### src/rtl/regfile_wb_arbiter_pkg.sv
// Shared constants, state encoding and request type for the register-file writeback arbiter.
package regfile_wb_arbiter_pkg;

    localparam int unsigned ADDR_W           = 6;
    localparam int unsigned DATA_W           = 32;
    localparam int unsigned NUM_REGS_DEF     = 32;
    localparam int unsigned STARVE_LIMIT_DEF = 4;

    typedef enum logic [0:0] {
        StClear = 1'b0,
        StRun   = 1'b1
    } wb_state_e;

    typedef struct packed {
        logic              valid;
        logic [ADDR_W-1:0] addr;
        logic [DATA_W-1:0] data;
    } wb_req_t;

    // x0 and out-of-range indices are accepted but never reach the register file.
    function automatic logic addr_writable(input logic [ADDR_W-1:0] addr,
                                           input int unsigned       num_regs);
        return (addr != '0) && (32'(addr) < num_regs);
    endfunction

endpackage

### src/rtl/regfile_wb_arbiter_if.sv
// Two writeback requesters plus the register-file write port.
interface regfile_wb_arbiter_if;
    import regfile_wb_arbiter_pkg::*;

    logic              a_valid;
    logic [ADDR_W-1:0] a_addr;
    logic [DATA_W-1:0] a_data;
    logic              a_ready;
    logic              b_valid;
    logic [ADDR_W-1:0] b_addr;
    logic [DATA_W-1:0] b_data;
    logic              b_ready;
    logic              rf_we;
    logic [ADDR_W-1:0] rf_waddr;
    logic [DATA_W-1:0] rf_wdata;

    // Requester / register-file side.
    modport master (
        output a_valid, a_addr, a_data, b_valid, b_addr, b_data,
        input  a_ready, b_ready, rf_we, rf_waddr, rf_wdata
    );

    // Arbiter side.
    modport slave (
        input  a_valid, a_addr, a_data, b_valid, b_addr, b_data,
        output a_ready, b_ready, rf_we, rf_waddr, rf_wdata
    );

endinterface

### src/rtl/regfile_wb_arbiter_prio_arb.sv
// Two-way priority grant (A over B) with a starvation counter that forces B through.
module regfile_wb_arbiter_prio_arb #(
    parameter int unsigned STARVE_LIMIT = 4
) (
    input  logic i_clock,
    input  logic i_reset_n,
    input  logic i_run,
    input  logic i_clear_req,
    input  logic i_a_valid,
    input  logic i_b_valid,
    output logic o_a_ready,
    output logic o_b_ready
);

    localparam int unsigned CNT_W = $clog2(STARVE_LIMIT + 1);

    logic [CNT_W-1:0] r_starve_cnt;
    logic [CNT_W-1:0] w_starve_nxt;
    logic             w_force_b;

    // Grant: starved B first, then A, then B; nothing while clearing or leaving RUN.
    always_comb begin
        o_a_ready = 1'b0;
        o_b_ready = 1'b0;
        w_force_b = i_b_valid && (r_starve_cnt == CNT_W'(STARVE_LIMIT));
        if (i_run && !i_clear_req) begin
            if (w_force_b) begin
                o_b_ready = 1'b1;
            end else if (i_a_valid) begin
                o_a_ready = 1'b1;
            end else if (i_b_valid) begin
                o_b_ready = 1'b1;
            end
        end
    end

    // Starvation counter next value: count B wait cycles, saturate, clear on B or on clear.
    always_comb begin
        w_starve_nxt = r_starve_cnt;
        if (!i_run || i_clear_req) begin
            w_starve_nxt = '0;
        end else if (i_b_valid && o_b_ready) begin
            w_starve_nxt = '0;
        end else if (i_b_valid && (r_starve_cnt != CNT_W'(STARVE_LIMIT))) begin
            w_starve_nxt = r_starve_cnt + CNT_W'(1);
        end
    end

    // Starvation counter register.
    always_ff @(posedge i_clock or negedge i_reset_n) begin
        if (!i_reset_n) begin
            r_starve_cnt <= '0;
        end else begin
            r_starve_cnt <= w_starve_nxt;
        end
    end

endmodule

### src/rtl/regfile_wb_arbiter.sv
// Register-file write-port sequencer: clears every register after reset or on request,
// then shares the registered write port between two writeback requesters.
module regfile_wb_arbiter
    import regfile_wb_arbiter_pkg::*;
#(
    parameter int unsigned NUM_REGS     = NUM_REGS_DEF,
    parameter int unsigned STARVE_LIMIT = STARVE_LIMIT_DEF
) (
    input  logic                 i_clock,
    input  logic                 i_reset_n,
    input  logic                 i_clear_req,
    output logic                 o_init_done,
    regfile_wb_arbiter_if.slave  wb
);

    wb_state_e         r_state;
    wb_state_e         w_state_nxt;
    logic [ADDR_W-1:0] r_clr_idx;
    logic [ADDR_W-1:0] w_clr_idx_nxt;
    logic              r_we;
    logic              w_we_nxt;
    logic [ADDR_W-1:0] r_waddr;
    logic [ADDR_W-1:0] w_waddr_nxt;
    logic [DATA_W-1:0] r_wdata;
    logic [DATA_W-1:0] w_wdata_nxt;
    logic              w_a_ready;
    logic              w_b_ready;
    wb_req_t           w_sel;

    regfile_wb_arbiter_prio_arb #(
        .STARVE_LIMIT (STARVE_LIMIT)
    ) u_arb (
        .i_clock     (i_clock),
        .i_reset_n   (i_reset_n),
        .i_run       (r_state == StRun),
        .i_clear_req (i_clear_req),
        .i_a_valid   (wb.a_valid),
        .i_b_valid   (wb.b_valid),
        .o_a_ready   (w_a_ready),
        .o_b_ready   (w_b_ready)
    );

    // Select the accepted transfer, if any (at most one side is ready).
    always_comb begin
        w_sel.valid = (wb.a_valid && w_a_ready) || (wb.b_valid && w_b_ready);
        w_sel.addr  = w_b_ready ? wb.b_addr : wb.a_addr;
        w_sel.data  = w_b_ready ? wb.b_data : wb.a_data;
    end

    // Clear walk / run state machine and next value of the registered write port.
    always_comb begin
        w_state_nxt   = r_state;
        w_clr_idx_nxt = r_clr_idx;
        w_we_nxt      = 1'b0;
        w_waddr_nxt   = r_waddr;
        w_wdata_nxt   = r_wdata;
        case (r_state)
            StClear: begin
                w_we_nxt    = 1'b1;
                w_waddr_nxt = r_clr_idx;
                w_wdata_nxt = '0;
                if (r_clr_idx == ADDR_W'(NUM_REGS - 1)) begin
                    w_state_nxt   = StRun;
                    w_clr_idx_nxt = '0;
                end else begin
                    w_clr_idx_nxt = r_clr_idx + ADDR_W'(1);
                end
            end
            StRun: begin
                if (i_clear_req) begin
                    w_state_nxt   = StClear;
                    w_clr_idx_nxt = '0;
                end else if (w_sel.valid) begin
                    w_we_nxt    = addr_writable(w_sel.addr, NUM_REGS);
                    w_waddr_nxt = w_sel.addr;
                    w_wdata_nxt = w_sel.data;
                end
            end
            default: begin
                w_state_nxt   = StClear;
                w_clr_idx_nxt = '0;
            end
        endcase
    end

    // State, clear index and write-port registers.
    always_ff @(posedge i_clock or negedge i_reset_n) begin
        if (!i_reset_n) begin
            r_state   <= StClear;
            r_clr_idx <= '0;
            r_we      <= 1'b0;
            r_waddr   <= '0;
            r_wdata   <= '0;
        end else begin
            r_state   <= w_state_nxt;
            r_clr_idx <= w_clr_idx_nxt;
            r_we      <= w_we_nxt;
            r_waddr   <= w_waddr_nxt;
            r_wdata   <= w_wdata_nxt;
        end
    end

    assign wb.a_ready  = w_a_ready;
    assign wb.b_ready  = w_b_ready;
    assign wb.rf_we    = r_we;
    assign wb.rf_waddr = r_waddr;
    assign wb.rf_wdata = r_wdata;
    assign o_init_done = (r_state == StRun);

endmodule
### src/flat_wrapper.sv
// flat-port wrapper written by rule: the top's interface ports become plain ports
module regfile_wb_arbiter_flat import regfile_wb_arbiter_pkg::*;
#(
    parameter int unsigned NUM_REGS     = NUM_REGS_DEF,
    parameter int unsigned STARVE_LIMIT = STARVE_LIMIT_DEF
)
  (i_clock, i_reset_n, i_clear_req, o_init_done, wb_a_valid, wb_a_addr, wb_a_data, wb_b_valid, wb_b_addr, wb_b_data, wb_a_ready, wb_b_ready, wb_rf_we, wb_rf_waddr, wb_rf_wdata);
  regfile_wb_arbiter_if wb_i ();
  input  logic i_clock;
  input  logic i_reset_n;
  input  logic i_clear_req;
  output logic o_init_done;
  input wire logic [$bits(wb_i.a_valid)-1:0] wb_a_valid;
  input wire logic [$bits(wb_i.a_addr)-1:0] wb_a_addr;
  input wire logic [$bits(wb_i.a_data)-1:0] wb_a_data;
  input wire logic [$bits(wb_i.b_valid)-1:0] wb_b_valid;
  input wire logic [$bits(wb_i.b_addr)-1:0] wb_b_addr;
  input wire logic [$bits(wb_i.b_data)-1:0] wb_b_data;
  output wire logic [$bits(wb_i.a_ready)-1:0] wb_a_ready;
  output wire logic [$bits(wb_i.b_ready)-1:0] wb_b_ready;
  output wire logic [$bits(wb_i.rf_we)-1:0] wb_rf_we;
  output wire logic [$bits(wb_i.rf_waddr)-1:0] wb_rf_waddr;
  output wire logic [$bits(wb_i.rf_wdata)-1:0] wb_rf_wdata;
  assign wb_i.a_valid = wb_a_valid;
  assign wb_i.a_addr = wb_a_addr;
  assign wb_i.a_data = wb_a_data;
  assign wb_i.b_valid = wb_b_valid;
  assign wb_i.b_addr = wb_b_addr;
  assign wb_i.b_data = wb_b_data;
  assign wb_a_ready = wb_i.a_ready;
  assign wb_b_ready = wb_i.b_ready;
  assign wb_rf_we = wb_i.rf_we;
  assign wb_rf_waddr = wb_i.rf_waddr;
  assign wb_rf_wdata = wb_i.rf_wdata;
  regfile_wb_arbiter #(.NUM_REGS(NUM_REGS), .STARVE_LIMIT(STARVE_LIMIT)) u_core (.i_clock(i_clock), .i_reset_n(i_reset_n), .i_clear_req(i_clear_req), .o_init_done(o_init_done), .wb(wb_i));
endmodule
### config.mk
export PLATFORM = sky130hd
export DESIGN_NAME = regfile_wb_arbiter_flat
export DESIGN_NICKNAME = d
export VERILOG_FILES = /design/src/rtl/regfile_wb_arbiter_pkg.sv /design/src/rtl/regfile_wb_arbiter_if.sv /design/src/rtl/regfile_wb_arbiter_prio_arb.sv /design/src/rtl/regfile_wb_arbiter.sv /design/src/flat_wrapper.sv
export SDC_FILE = /design/constraint.sdc
export NUM_CORES = 1
export LEC_CHECK = 0
export CELL_PAD_IN_SITES_DETAIL_PLACEMENT = 1
export CELL_PAD_IN_SITES_GLOBAL_PLACEMENT = 2
export CORE_ASPECT_RATIO = 1.2
export CORE_MARGIN = 2
export CORE_UTILIZATION = 24
export DETAILED_ROUTE_END_ITERATION = 8
export GPL_ROUTABILITY_DRIVEN = 0
export PLACE_DENSITY = 0.92
export SLEW_MARGIN = 10
export SYNTH_ARGS = -nofsm -noshare
export SYNTH_HDL_FRONTEND = slang
export SYNTH_SLANG_ARGS = --single-unit
### constraint.sdc
create_clock -name i_clock -period 2.9 [get_ports i_clock]
set_clock_uncertainty 0.2 [all_clocks]
set_input_delay 0.58 -clock i_clock [delete_from_list [all_inputs] [get_ports i_clock]]
set_output_delay 0.58 -clock i_clock [all_outputs]
set_load 0.03 [all_outputs]
==> results.ini <==
[logic_synthesis]
mappedNetlistArea_um2 = 2470
synth_top_cells_by_area = sky130_fd_sc_hd__dfrtp_1, sky130_fd_sc_hd__nand3_1, sky130_fd_sc_hd__nand2_1, sky130_fd_sc_hd__mux2i_1, sky130_fd_sc_hd__buf_2
yosys_most_used_dff = sky130_fd_sc_hd__dfrtp_1
postSynthNetCount = 364
ys_ff_latch = 49
yosysUniqueCellTypes = 35
yosys_warns = 0
syn-mean-instance-area_um2 = 8.84
synthMostInstantiatedCell = sky130_fd_sc_hd__nand3_1
synthesis.instances = 280
synth.largest_area_cell = sky130_fd_sc_hd__dfrtp_1
portion_of_the_post_synthesis_area_used_by_sequential_elements = 0.495
yosys-top-cells-count = sky130_fd_sc_hd__nand3_1, sky130_fd_sc_hd__dfrtp_1, sky130_fd_sc_hd__nand2_1
synth_async_sr_flop_share = 1.00
synth_edf_count = 0
yosys.area.top_type_share = 0.495

[floorplan]
die_area_um2 = 11100
die_width_um = 96.7
floorplan.initialDensity = 0.247
core_area_um2 = 10000
die_y_um = 115
rows = 40
pin_count = 123

[clock_tree]
clock_tree_root = sky130_fd_sc_hd__clkbuf_16
cts-buffers-inserted = 5
cts.reportedPaths.clkPinSlew_ns = 0.07
post_cts.resized_instances = 0
clk-insertion-delay-late_ns = 0.28
cts_hold_repair.buffers = 0
cts_tree = built
cts_setup_buffers = 0
clock_sinks = 49
clock_tree.buffer_depth = 2
htreeDepth = 2

[setup_path]
critical_path_required_ns = 2.12
worstPathArrival_ns = 1.78
crit_path_max_fanout = 10
r2r_setup_slack_ns = 0.76
critical_path.startpoint_type = input pin
rr_endpoint = u_core.wb.rf_wdata[16]$_DFFE_PN0P_
timing.critical_path.to_type = primary output
r2r_start = u_core.o_init_done$_DFF_PN0_
register_to_register_path_depth = 6
worst-setup-path-type = in -> out

[place]
dp_worst_setup_slack_ns = 0.333
place_area_um2 = 3840
placement.io_buffers = 122
place_hpwl_um = 6490
place_inst = 518

[route]
route.vias.total = 2563
wl_um = 8780
final_antenna_net_count = 0
firstDrtPassIters = 4
vias_per_cell = 4.87
violation_count_after_the_first_detailed_routing_iteration = 70
routed_wire_length_per_instance_um = 16.7
post-route-drc-count = 0

[sta]
hold_viol = 0
min_period_over_period = 0.884
highest_achievable_clock_rate_ghz = 0.390
finalWorstPathRequiredPeriod_ns = 2.56
max_slew_margin = 0.568
timing.final.setup_violations = 0
worst-slew-pin-transition_ns = 0.648
worst_slack_ns = 0.338
rsz0062_at_grt = false
fin_worst_hold_slack_ns = 0.116
tns_ns = 0
finalMaxSlewViolations = 0

[pwr]
p_sw_frac = 0.296
power-per-cell-area_nw_per_um2 = 467
finalPower_mw = 1.86
vdd_ir_drop_max_mv = 0.242
power.share.sequential = 0.429
clock_power_share = 0.307
internal_power_mw = 1.31
power.leakage_nw = 1.70
share_comb_of_total_power = 0.264
total_switching_power_uw = 551

[cells_and_area]
finish.instance_area_um2 = 3980
post_route_cells_drive_above_1_share = 0.0800
postLayoutCoreUtil = 0.398
nNetsFinal = 483
multiInputGateArea_um2 = 1100
syn2layout_area_growth_pct = 60.9
sequential_cell_area_um2 = 1230
finish.cell_count_without_fillers = 526
fillCellCount = 1160
num_antenna_cells = 0

[status]
run_status = completed

[hold_path]
hp-class = in -> async

[grt]
grt_start_max_net_pins = 49
grt_pass1_vias = 2718
gr-usage-all-layers = 0.156
grt_antenna_before_repair = 0
globalRouteOverflowTotal = 0
grt_first_pass_wirelength_um = 14000

[run]
cap_viol_max_count = 0

[registers in the layout, summed over array words and instances (netlist names)]
| signal | count |
|---|---|
| u_core.wb.rf_waddr | 6 |
| u_core.o_init_done | 1 |
| u_core.wb.rf_we | 1 |
| u_core.r_clr_idx | 6 |
| u_core.u_arb.r_starve_cnt | 3 |
| u_core.wb.rf_wdata | 32 |
[layer usage]
metal  part of all wire  GRT usage  vias to the layer above  wire (um)
met3              0.044     0.0371                        5        385
li1                   -          -                     1219          -
met1               0.42      0.187                     1273       3710
met5                  0          0                        -          0
met2               0.53      0.288                       66       4620
met4             0.0062     0.0329                        0         54
[how the worst max path moves through the flow]
stage / slack, ns / start / endpoint / cells past startpoint
6_report: 0.34 / i_clear_req / wb_b_ready / 5
3_5_place_dp: 0.33 / i_clear_req / wb_b_ready / 5
5_1_grt: 0.28 / i_clear_req / wb_a_ready / 5
4_1_cts: 0.33 / i_clear_req / wb_b_ready / 5
3_3_place_gp: 0.33 / i_clear_req / wb_b_ready / 5
2_1_floorplan: 0.66 / u_core.o_init_done$_DFF_PN0_ / wb_a_ready / 4
[power by group through the flow]
| stage | Clock (mW) | Sequential [mW] | Combinational (mW) |
|---|---|---|---|
| 6_report | 0.572 | 0.798 | 0.490 |
| 5_1_grt | 0.616 | 0.807 | 0.530 |
| 4_1_cts | 0.589 | 0.798 | 0.498 |
| 3_5_place_dp | 0 | 0.811 | 0.496 |
| 3_3_place_gp | 0 | 0.809 | 0.487 |
| 2_1_floorplan | 0 | 0.883 | 0.148 |
[cell type report]
| cell class | instances | share of cell area |
|---|---|---|
| Timing Repair Buffer | 134 | 0.333 |
| Clock buffer | 6 | 0.0324 |
| Inverter | 9 | 0.00911 |
| Sequential cell | 49 | 0.308 |
| Clock inverter | 2 | 0.00251 |
| Multi-Input combinational cell | 200 | 0.275 |
| Tap cell | 126 | 0.0396 |
[kinds of logic (layout without fill, tap and decap cells)]
logic type,Yosys count,count (layout),synth area share
simple gates,165,165,0.321
flops,49,49,0.495
buf+inv,31,151,0.0647
compound gates,24,24,0.0733
mux,5,5,0.0202
fa+ha+maj,3,3,0.0152
xor+xnor,3,3,0.0106
[worst max-delay path, cell delays in order]
cell                              delay (ns)
sky130_fd_sc_hd__clkdlybuf4s50_1        0.44
sky130_fd_sc_hd__and2b_4                0.32
sky130_fd_sc_hd__nand3_4                0.09
sky130_fd_sc_hd__inv_4                  0.16
sky130_fd_sc_hd__buf_4                  0.19
[cells in the final DEF, fill, tap and decap left out, types with 5 or more instances in the layout]
master	n
sky130_fd_sc_hd__nand3_1	105
sky130_fd_sc_hd__buf_4	12
sky130_fd_sc_hd__dfrtp_1	48
sky130_fd_sc_hd__clkbuf_16	5
sky130_fd_sc_hd__mux2i_1	5
sky130_fd_sc_hd__nor2_1	9
sky130_fd_sc_hd__inv_1	8
sky130_fd_sc_hd__o22ai_1	5
sky130_fd_sc_hd__clkdlybuf4s50_1	119
sky130_fd_sc_hd__nand2_1	40
Note: power is estimated with default switching activity, not from simulation.
